## src/rtl/cache_flush_if.sv

```systemverilog
// cache_flush_if: flush-sequencer <-> cache-array handshake bundle.
// master = flush sequencer (drives set/way selection and writeback control),
// slave  = cache array / writeback side (returns tag state and acknowledges).
interface cache_flush_if #(
    parameter int NUMWAYS = 4,
    parameter int SETLEN  = 7
);
    logic               FlushReq;
    logic [NUMWAYS-1:0] ValidWay;
    logic [NUMWAYS-1:0] DirtyWay;
    logic               WBAck;
    logic [SETLEN-1:0]  FlushAdr;
    logic [NUMWAYS-1:0] FlushWay;
    logic               WBReq;
    logic               ClearDirty;
    logic               FlushBusy;
    logic               FlushDone;
    logic               InvalidateCache;

    modport master (
        input  FlushReq, ValidWay, DirtyWay, WBAck,
        output FlushAdr, FlushWay, WBReq, ClearDirty,
        output FlushBusy, FlushDone, InvalidateCache
    );

    modport slave (
        output FlushReq, ValidWay, DirtyWay, WBAck,
        input  FlushAdr, FlushWay, WBReq, ClearDirty,
        input  FlushBusy, FlushDone, InvalidateCache
    );
endinterface

```

## src/rtl/cache_flush_seq.sv

```systemverilog
// cache_flush_seq: walks every set/way of the cache, writes back each line that
// is both dirty and valid, then pulses FlushDone.
// Per set: one READ cycle presents FlushAdr, then one CHECK cycle per way using
// the tag state returned one cycle after the address.
// Optional feature: define CACHE_FLUSH_INVALIDATE_EN to pulse InvalidateCache
// together with FlushDone; otherwise InvalidateCache is tied low.
module cache_flush_seq #(
    parameter int NUMWAYS  = 4,
    parameter int NUMLINES = 128,
    parameter int SETLEN   = 7
) (
    input  logic          clk,
    input  logic          reset,
    cache_flush_if.master f
);
    localparam int WAYLEN = (NUMWAYS > 1) ? $clog2(NUMWAYS) : 1;

    typedef enum logic [2:0] {
        S_IDLE,
        S_READ,
        S_CHECK,
        S_WB,
        S_DONE
    } state_t;

    state_t             state_q;
    logic [SETLEN-1:0]  set_q;
    logic [WAYLEN-1:0]  way_q;
    logic [NUMWAYS-1:0] way_oh_q;
    logic               busy_q;
    logic               wbreq_q;
    logic               done_q;

    // Target of an "advance" step (shared by CHECK and acknowledged WB).
    state_t             state_d;
    logic [SETLEN-1:0]  set_d;
    logic [WAYLEN-1:0]  way_d;
    logic [NUMWAYS-1:0] way_oh_d;

    logic               last_way;
    logic               last_set;
    logic               hit;
    logic [NUMWAYS-1:0] way_oh_inc;

    assign last_way = (way_q == WAYLEN'(NUMWAYS - 1));
    assign last_set = (set_q == SETLEN'(NUMLINES - 1));
    // The one-hot way mask selects the bit under examination.
    assign hit      = |(f.DirtyWay & f.ValidWay & way_oh_q);

    // One-hot of way+1: shift the current one-hot up by one position.
    generate
        for (genvar gi = 0; gi < NUMWAYS; gi++) begin : g_way_shift
            if (gi == 0) begin : g_lsb
                assign way_oh_inc[gi] = 1'b0;
            end else begin : g_up
                assign way_oh_inc[gi] = way_oh_q[gi-1];
            end
        end
    endgenerate

    // Advance: next way in this set, else first way of next set, else finish.
    always_comb begin
        state_d  = S_CHECK;
        set_d    = set_q;
        way_d    = way_q + WAYLEN'(1);
        way_oh_d = way_oh_inc;
        if (last_way) begin
            if (last_set) begin
                state_d  = S_DONE;
                way_d    = way_q;
                way_oh_d = way_oh_q;
            end else begin
                state_d  = S_READ;
                set_d    = set_q + SETLEN'(1);
                way_d    = '0;
                way_oh_d = NUMWAYS'(1);
            end
        end
    end

    // Flush FSM with registered outputs; counters never wrap, the last set/way ends the walk.
    always_ff @(posedge clk or negedge reset) begin
        if (!reset) begin
            state_q  <= S_IDLE;
            set_q    <= '0;
            way_q    <= '0;
            way_oh_q <= NUMWAYS'(1);
            busy_q   <= 1'b0;
            wbreq_q  <= 1'b0;
            done_q   <= 1'b0;
        end else begin
            done_q <= 1'b0;
            case (state_q)
                S_IDLE: begin
                    if (f.FlushReq) begin
                        state_q  <= S_READ;
                        set_q    <= '0;
                        way_q    <= '0;
                        way_oh_q <= NUMWAYS'(1);
                        busy_q   <= 1'b1;
                    end
                end
                S_READ: begin
                    state_q <= S_CHECK;
                end
                S_CHECK: begin
                    if (hit) begin
                        state_q <= S_WB;
                        wbreq_q <= 1'b1;
                    end else begin
                        state_q  <= state_d;
                        set_q    <= set_d;
                        way_q    <= way_d;
                        way_oh_q <= way_oh_d;
                        busy_q   <= (state_d != S_DONE);
                        done_q   <= (state_d == S_DONE);
                    end
                end
                S_WB: begin
                    // Wait for the acknowledge with no timeout; address/way stay put.
                    if (f.WBAck) begin
                        wbreq_q  <= 1'b0;
                        state_q  <= state_d;
                        set_q    <= set_d;
                        way_q    <= way_d;
                        way_oh_q <= way_oh_d;
                        busy_q   <= (state_d != S_DONE);
                        done_q   <= (state_d == S_DONE);
                    end
                end
                S_DONE: begin
                    state_q <= S_IDLE;
                end
                default: begin
                    state_q <= S_IDLE;
                end
            endcase
        end
    end

    assign f.FlushAdr  = set_q;
    assign f.FlushWay  = way_oh_q;
    assign f.WBReq     = wbreq_q;
    assign f.FlushBusy = busy_q;
    assign f.FlushDone = done_q;
    // ClearDirty must coincide with the accepting cycle, so it follows WBAck directly.
    assign f.ClearDirty = wbreq_q & f.WBAck;

`ifdef CACHE_FLUSH_INVALIDATE_EN
    assign f.InvalidateCache = done_q;
`else
    assign f.InvalidateCache = 1'b0;
`endif

endmodule
```

## src/flat_wrapper.sv

```systemverilog
// flat-port wrapper written by rule: the top's interface ports become plain ports
module cache_flush_seq_flat 
#(
    parameter int NUMWAYS  = 4,
    parameter int NUMLINES = 128,
    parameter int SETLEN   = 7
)
  (clk, reset, f_FlushReq, f_ValidWay, f_DirtyWay, f_WBAck, f_FlushAdr, f_FlushWay, f_WBReq, f_ClearDirty, f_FlushBusy, f_FlushDone, f_InvalidateCache);
  cache_flush_if #(.NUMWAYS(NUMWAYS), .SETLEN(SETLEN)) f_i ();
  input  logic clk;
  input  logic reset;
  input wire logic [$bits(f_i.FlushReq)-1:0] f_FlushReq;
  input wire logic [$bits(f_i.ValidWay)-1:0] f_ValidWay;
  input wire logic [$bits(f_i.DirtyWay)-1:0] f_DirtyWay;
  input wire logic [$bits(f_i.WBAck)-1:0] f_WBAck;
  output wire logic [$bits(f_i.FlushAdr)-1:0] f_FlushAdr;
  output wire logic [$bits(f_i.FlushWay)-1:0] f_FlushWay;
  output wire logic [$bits(f_i.WBReq)-1:0] f_WBReq;
  output wire logic [$bits(f_i.ClearDirty)-1:0] f_ClearDirty;
  output wire logic [$bits(f_i.FlushBusy)-1:0] f_FlushBusy;
  output wire logic [$bits(f_i.FlushDone)-1:0] f_FlushDone;
  output wire logic [$bits(f_i.InvalidateCache)-1:0] f_InvalidateCache;
  assign f_i.FlushReq = f_FlushReq;
  assign f_i.ValidWay = f_ValidWay;
  assign f_i.DirtyWay = f_DirtyWay;
  assign f_i.WBAck = f_WBAck;
  assign f_FlushAdr = f_i.FlushAdr;
  assign f_FlushWay = f_i.FlushWay;
  assign f_WBReq = f_i.WBReq;
  assign f_ClearDirty = f_i.ClearDirty;
  assign f_FlushBusy = f_i.FlushBusy;
  assign f_FlushDone = f_i.FlushDone;
  assign f_InvalidateCache = f_i.InvalidateCache;
  cache_flush_seq #(.NUMWAYS(NUMWAYS), .NUMLINES(NUMLINES), .SETLEN(SETLEN)) u_core (.clk(clk), .reset(reset), .f(f_i));
endmodule
```

## config.mk

```make
export PLATFORM = sky130hd
export DESIGN_NAME = cache_flush_seq_flat
export DESIGN_NICKNAME = d
export VERILOG_FILES = /design/src/rtl/cache_flush_if.sv /design/src/rtl/cache_flush_seq.sv /design/src/flat_wrapper.sv
export SDC_FILE = /design/constraint.sdc
export NUM_CORES = 1
export LEC_CHECK = 0
export CORE_MARGIN = 2
export CORE_UTILIZATION = 43
export CTS_CLUSTER_DIAMETER = 120
export DETAILED_ROUTE_END_ITERATION = 6
export PLACE_DENSITY = 0.74
export SLEW_MARGIN = 30
export SYNTH_ARGS = -nofsm -noshare
export SYNTH_HDL_FRONTEND = slang
export SYNTH_SLANG_ARGS = --single-unit
```

## constraint.sdc

```tcl
create_clock -name clk -period 1.5 [get_ports clk]
set_clock_uncertainty 0.05 [all_clocks]
set_input_delay 0.225 -clock clk [delete_from_list [all_inputs] [get_ports clk]]
set_output_delay 0.225 -clock clk [all_outputs]
set_load 0.02 [all_outputs]
```

==> reports/metrics.cfg, run 1 <==
[critical_path]
cpPeakStageDelay_ns=0.44
path_delay_family=flip-flops
cp-start-kind=flip-flop
cp-end-kind=flip-flop
critPathRequiredTime_ns=1.64
cpMaxStageDelayCell=dfrtp_2
path_buf_inv=0
crit_fanout=5
crit_type=flip-flop to flip-flop
crit_arrival_ns=1.71
cp_cell_sequence=ha_4, nand4_1, nor2_2, a21oi_2, nand2_2, mux2_4

[cts]
clk_pin_slew_ns=0.11
cts-root-buf=clkbuf_4
clockBufferDepth=2
cts_buffers=3
hold_buffers=0
clkLatencyLatePin_ns=0.30
cts_tree=built
cts_sinks=19
cts_max_level=1

[synth]
synth_xor_xnor_area_share=0
syn-cell-area_sq_um=1130
ys_types=44
ys_ff_latch=19
syn_inst=111
synth_nets=125
ys_seq_area_frac=0.422
synth_fa_ha_area_frac=0.0222
synthSimpleGateAreaFrac=0.254
yosys_warnings=0
synth_top_family_by_area=simple AND/OR/NAND/NOR gates
synthMuxAreaShare=0.00998
synth-compound-area-share=0.246
syn_area_per_cell_sq_um=10.2

[sta]
finalCritPeriodShare=1.05
rsz0062_at_grt=true
setup_violations=7
timing.fmax_mhz=637
final-hold-violation-count=0
drv_slew=0
fin_ws_ns=-0.0699
finalCriticalPeriod_ns=1.57

[grt]
grt_pass1_wl_um=5080
grt_antenna_before_repair=0
grt_max_degree=20
grt_pass1_vias=1092
gr-total-overflow=0
grt_usage=0.207

[drt]
firstDrtPassIters=6
drtAntennaViolNets=0
drt-initial-drc-count=65
routed_wl_um=3230
vias=1143
viasPerCell=5.74
wl_per_cell_um=16.2
drcViolationCount=0

[layout]
fin_util=0.695
drive_above_1_share=0.408
layout_commonest_cell=buf_4
fin_cells=199
fin_nets=184
seqCellArea_sq_um=480
syn_to_final_growth_pct=52.5
fillers=211
layout_common_cells=30 x buf_4, 15 x dfrtp_1, 13 x dlygate4sd2_1
multi_input_area_sq_um=693
n_antenna_cell=0

[floorplan]
die_h_um=55.2
rows=18
die_w_um=55.2
num_io_pins=28
core-area_sq_um=2480
start_util=0.456
dieArea_sq_um=3050

[placed_design]
dp.cells=190
hpwlAfterDp_um=2270
port_buffers=26
gp_congestion=0.880

[hold_path]
hold_class=input port to async pin

[power_and_ir_drop]
p_leak_nw=0.799
ir_worst_vdd_uv=1220
p_total_mw=2.98
p_per_area_nw_per_um2=1730

[outcome]
failed_checks=negative setup slack
outcome=finished, violations left

[flow_run]
max_cap_violations=0

-- worst reg2reg max path, delay by kind of cell, from the launching register on --
family | cells | cell delay (ns)
multiplexers | 1 | 0.28
flip-flops | 1 | 0.44
AO/OA/AOI/OAI | 1 | 0.15
adder cells (fa/ha/maj) | 1 | 0.18
AND/OR/NAND/NOR | 3 | 0.35
-- registers in the layout (all words and copies together), names as in the netlist --
name,cells
u_core.f.FlushWay,4
u_core.f.WBReq,1
u_core.f.FlushAdr,7
u_core.state_q,3
u_core.f.FlushBusy,1
u_core.f.FlushDone,1
u_core.way_q,2
-- routing by layer --
| metal | up-vias | track usage | share of wire | wire [um] |
|---|---|---|---|---|
| met2 | 49 | 0.330 | 0.48 | 1560 |
| met1 | 550 | 0.284 | 0.45 | 1440 |
| met5 | - | 0 | 0 | 0 |
| met4 | 0 | 0.0697 | 0.024 | 76 |
| li1 | 532 | - | - | - |
| met3 | 12 | 0.0375 | 0.046 | 149 |
-- cell usage after synthesis (all sizes together) --
library cell / instances / share of area
dfrtp: 18 / 0.40
nand2: 14 / 0.055
nand3: 9 / 0.040
o21ai: 9 / 0.043
nor2: 7 / 0.023
a21oi: 6 / 0.030
a22o: 5 / 0.047
and2: 4 / 0.024
nand4: 4 / 0.022
o31ai: 4 / 0.027
and3: 3 / 0.018
buf: 3 / 0.027
ha: 2 / 0.022
nor4: 2 / 0.024
or2: 2 / 0.011
a21boi: 1 / 0.017
a21o: 1 / 0.0078
a22oi: 1 / 0.019
a2bb2oi: 1 / 0.0078
a31oi: 1 / 0.0055
a41oi: 1 / 0.0078
clkbuf: 1 / 0.012
conb: 1 / 0.0033
dfstp: 1 / 0.023
inv: 1 / 0.0033
mux2: 1 / 0.010
nand2b: 1 / 0.012
nand3b: 1 / 0.0067
nor2b: 1 / 0.012
nor3: 1 / 0.0044
o221ai: 1 / 0.0078
o22ai: 1 / 0.0055
o2bb2ai: 1 / 0.0078
o41ai: 1 / 0.014
-- cell families (layout without fill, tap and decap cells) --
logic type / count (synthesis) / count (layout)
muxes: 1 / 1
buffers and inverters: 5 / 62
and+or+nand+nor: 49 / 49
DFF: 19 / 19
other: 1 / 1
adders and majority gates: 2 / 2
AOI/OAI and AO/OA: 34 / 35
-- power breakdown --
group / internal (mW) / switching, mW / leakage, nW
Sequential: 0.673 / 0.121 / 0.241
Combinational: 0.932 / 0.998 / 0.542
Clock: 0.104 / 0.155 / 0.0150
-- layout make-up --
cell class,count,share of cell area
inverters,1,0.00218
clock buffers,4,0.0153
multi-input cells,88,0.403
repair buffers,57,0.279
well taps,30,0.0218
flip-flops and latches,19,0.279
-- path summary, 6_finish.rpt --
kind                                      start                    to  slack [ns]  cells after the start
hold / removal                            reset  u_core.f.FlushAdr[3]        0.19                      2
max in group asynchronous                 reset  u_core.f.FlushWay[0]        0.93                      2
setup / recovery           u_core.f.FlushAdr[1]       u_core.way_q[0]       -0.07                      6
hold reg to reg                  u_core.f.WBReq        u_core.f.WBReq        0.45                      2
setup reg to reg           u_core.f.FlushAdr[1]       u_core.way_q[0]       -0.07                      6
min in group clk                 u_core.f.WBReq        u_core.f.WBReq        0.45                      2
-- stage by stage --
| stage | setup slack (ns) | area (sq um) | setup TNS [ns] | hold slack (ns) |
|---|---|---|---|---|
| after global routing | -0.142 | 1720 | -1.27 | 0.234 |
| after CTS | -0.0398 | 1670 | -0.0855 | 0.207 |
| final | -0.0699 | 1720 | -0.215 | 0.189 |
| after detailed placement | -0.275 | 1610 | -3.18 | 0.438 |
| after global placement | -0.219 | 1610 | -2.51 | 0.433 |
| after floorplan | -0.0304 | 1150 | -0.0540 | -0.121 |
-- repair_timing --
item	4_1_cts	5_1_grt
endpoints found under the setup margin	25	15
cloned	1	0
pin swaps	5	9
resized for setup	25	12
setup buffers	1	3
Note: power is estimated with default switching activity, not from simulation.
==> run 2: changes to the inputs <==
Settings changed: CORE_UTILIZATION 43 to 37, PLACE_DENSITY 0.74 to 0.65.
==> run 2 against run 1 <==
  * The run still ends with negative setup slack left
  * Worst hold slack worse by 0.0056 ns
  * Via count is 5.0% lower
  * Routed wire length decreased by 7.2%
==> reports/metrics.cfg, run 2 (synthesized netlist as in run 1, its figures left out) <==
[cts]
cts_max_level=1
cts_buffers=3
cts_tree=built
clkLatencyLatePin_ns=0.31
cts-root-buf=clkbuf_4
clockBufferDepth=2
hold_buffers=0
cts_sinks=19
clk_pin_slew_ns=0.11

[power_and_ir_drop]
ir_worst_vdd_uv=937
p_leak_nw=0.817
p_per_area_nw_per_um2=1710
clkPwrFrac=0.091
p_sw_mw=1.26
sw_frac_of_total=0.417
pwr-share-seq=0.264
power_frac_comb=0.644
intPower_mw=1.76

[sta]
final-hold-violation-count=0
rsz0062_at_grt=true
finalCritPeriodShare=1.02
drv_slew=0
fin_ws_ns=-0.0245
tns_ns=-0.0334
whs_ns=0.183
finalCriticalPeriod_ns=1.52
timing.fmax_mhz=656
setup_violations=2

[critical_path]
crit_type=flip-flop to flip-flop
startpoint=u_core.f.FlushAdr[0]
cp-start-kind=flip-flop
reg2reg_depth=6
critPathRequiredTime_ns=1.66
cp-end-kind=flip-flop
r2r-start=u_core.f.FlushAdr[0]
crit_fanout=5
reg2reg_slack_ns=-0.02
crit_arrival_ns=1.68
r2r-end=u_core.way_q[0]

[grt]
grt_pass1_vias=1035
grt_usage=0.185
grt_max_degree=20
grt_antenna_before_repair=0
grt_pass1_wl_um=4890
gr-total-overflow=0

[floorplan]
die_h_um=59.2
core-area_sq_um=2980
die_w_um=59.2
start_util=0.379
num_io_pins=28
rows=20
dieArea_sq_um=3510

[outcome]
outcome=finished, violations left
failed_checks=negative setup slack

[layout]
fillers=258
drive_above_1_share=0.415
layout_common_cells=31 x buf_4, 15 x dfrtp_1, 13 x dlygate4sd2_1
n_antenna_cell=0
largest_register_ffs=7
fin_nets=186
layout_commonest_cell=buf_4
syn_to_final_growth_pct=56.2

[placed_design]
pre_cts_ws_ns=-0.288
hpwlAfterDp_um=2150
gp_congestion=0.828
port_buffers=26

[hold_path]
hold_class=input port to async pin

[drt]
firstDrtPassIters=4
wl_per_cell_um=14.7
viasPerCell=5.32
drt-initial-drc-count=12
vias=1086
routed_wl_um=3000
drcViolationCount=0
drtAntennaViolNets=0

[flow_run]
max_cap_violations=0

run 2: how the worst max path moves through the flow:
stage          cells after the start         endpoint
2_1_floorplan                      5  u_core.way_q[0]
5_1_grt                            6  u_core.way_q[0]
6_report                           6  u_core.way_q[0]
3_5_place_dp                       6  u_core.way_q[0]
4_1_cts                            5  u_core.way_q[0]
3_3_place_gp                       6  u_core.way_q[0]
run 2: worst max-delay path, cell delays in order (launching register included):
cell     delay (ns)
dfrtp_2        0.44
ha_4           0.18
nand4_1        0.15
nor2_2         0.08
a21oi_2        0.15
nand2_2        0.10
mux2_4         0.28
run 2: metrics by stage:
stage          cell area [sq um]  power, mW  cells  utilization
2_1_floorplan               1150       1.82    111            -
3_3_place_gp                1630       2.54    195        0.547
3_5_place_dp                1630       2.55    195        0.547
4_1_cts                     1710       2.91    202        0.576
5_1_grt                     1760       3.21    204        0.592
6_report                    1760       3.01    204        0.592
run 2: timing repair:
item                       in CTS  in global routing
resized for setup              28                 11
setup endpoints to repair      25                 18
cloned                          0                  0
pin swaps                       5                  3
setup buffers                   3                  2
run 2: metal layers:
metal,up-vias,share of wire,wire [um],GRT usage
met5,-,0,0,0
met4,0,0.012,35,0.0487
met3,5,0.029,87,0.0218
met2,22,0.50,1490,0.308
met1,522,0.46,1390,0.255
li1,537,-,-,-
run 2: power groups by stage:
| stage | logic [mW] | clock network [mW] | registers, mW |
|---|---|---|---|
| after floorplan | 0.922 | 0 | 0.903 |
| after global placement | 1.77 | 0 | 0.774 |
| after detailed placement | 1.77 | 0 | 0.776 |
| after CTS | 1.85 | 0.276 | 0.781 |
| after global routing | 2.09 | 0.299 | 0.814 |
| final | 1.94 | 0.275 | 0.795 |
run 2: final cells by class:
cell class	instances	area [sq um]	area share
well taps	33	41.3	0.0234
inverters	1	3.75	0.00213
multi-input cells	87	701	0.397
flip-flops and latches	19	480	0.273
clock buffers	4	26.3	0.0149
repair buffers	60	510	0.290
==> run 3: changes to the inputs <==
Settings changed: CAP_MARGIN set to 20.
==> results of run 3 <==
The final DEF is identical to that of run 2; final timing and power are the same.
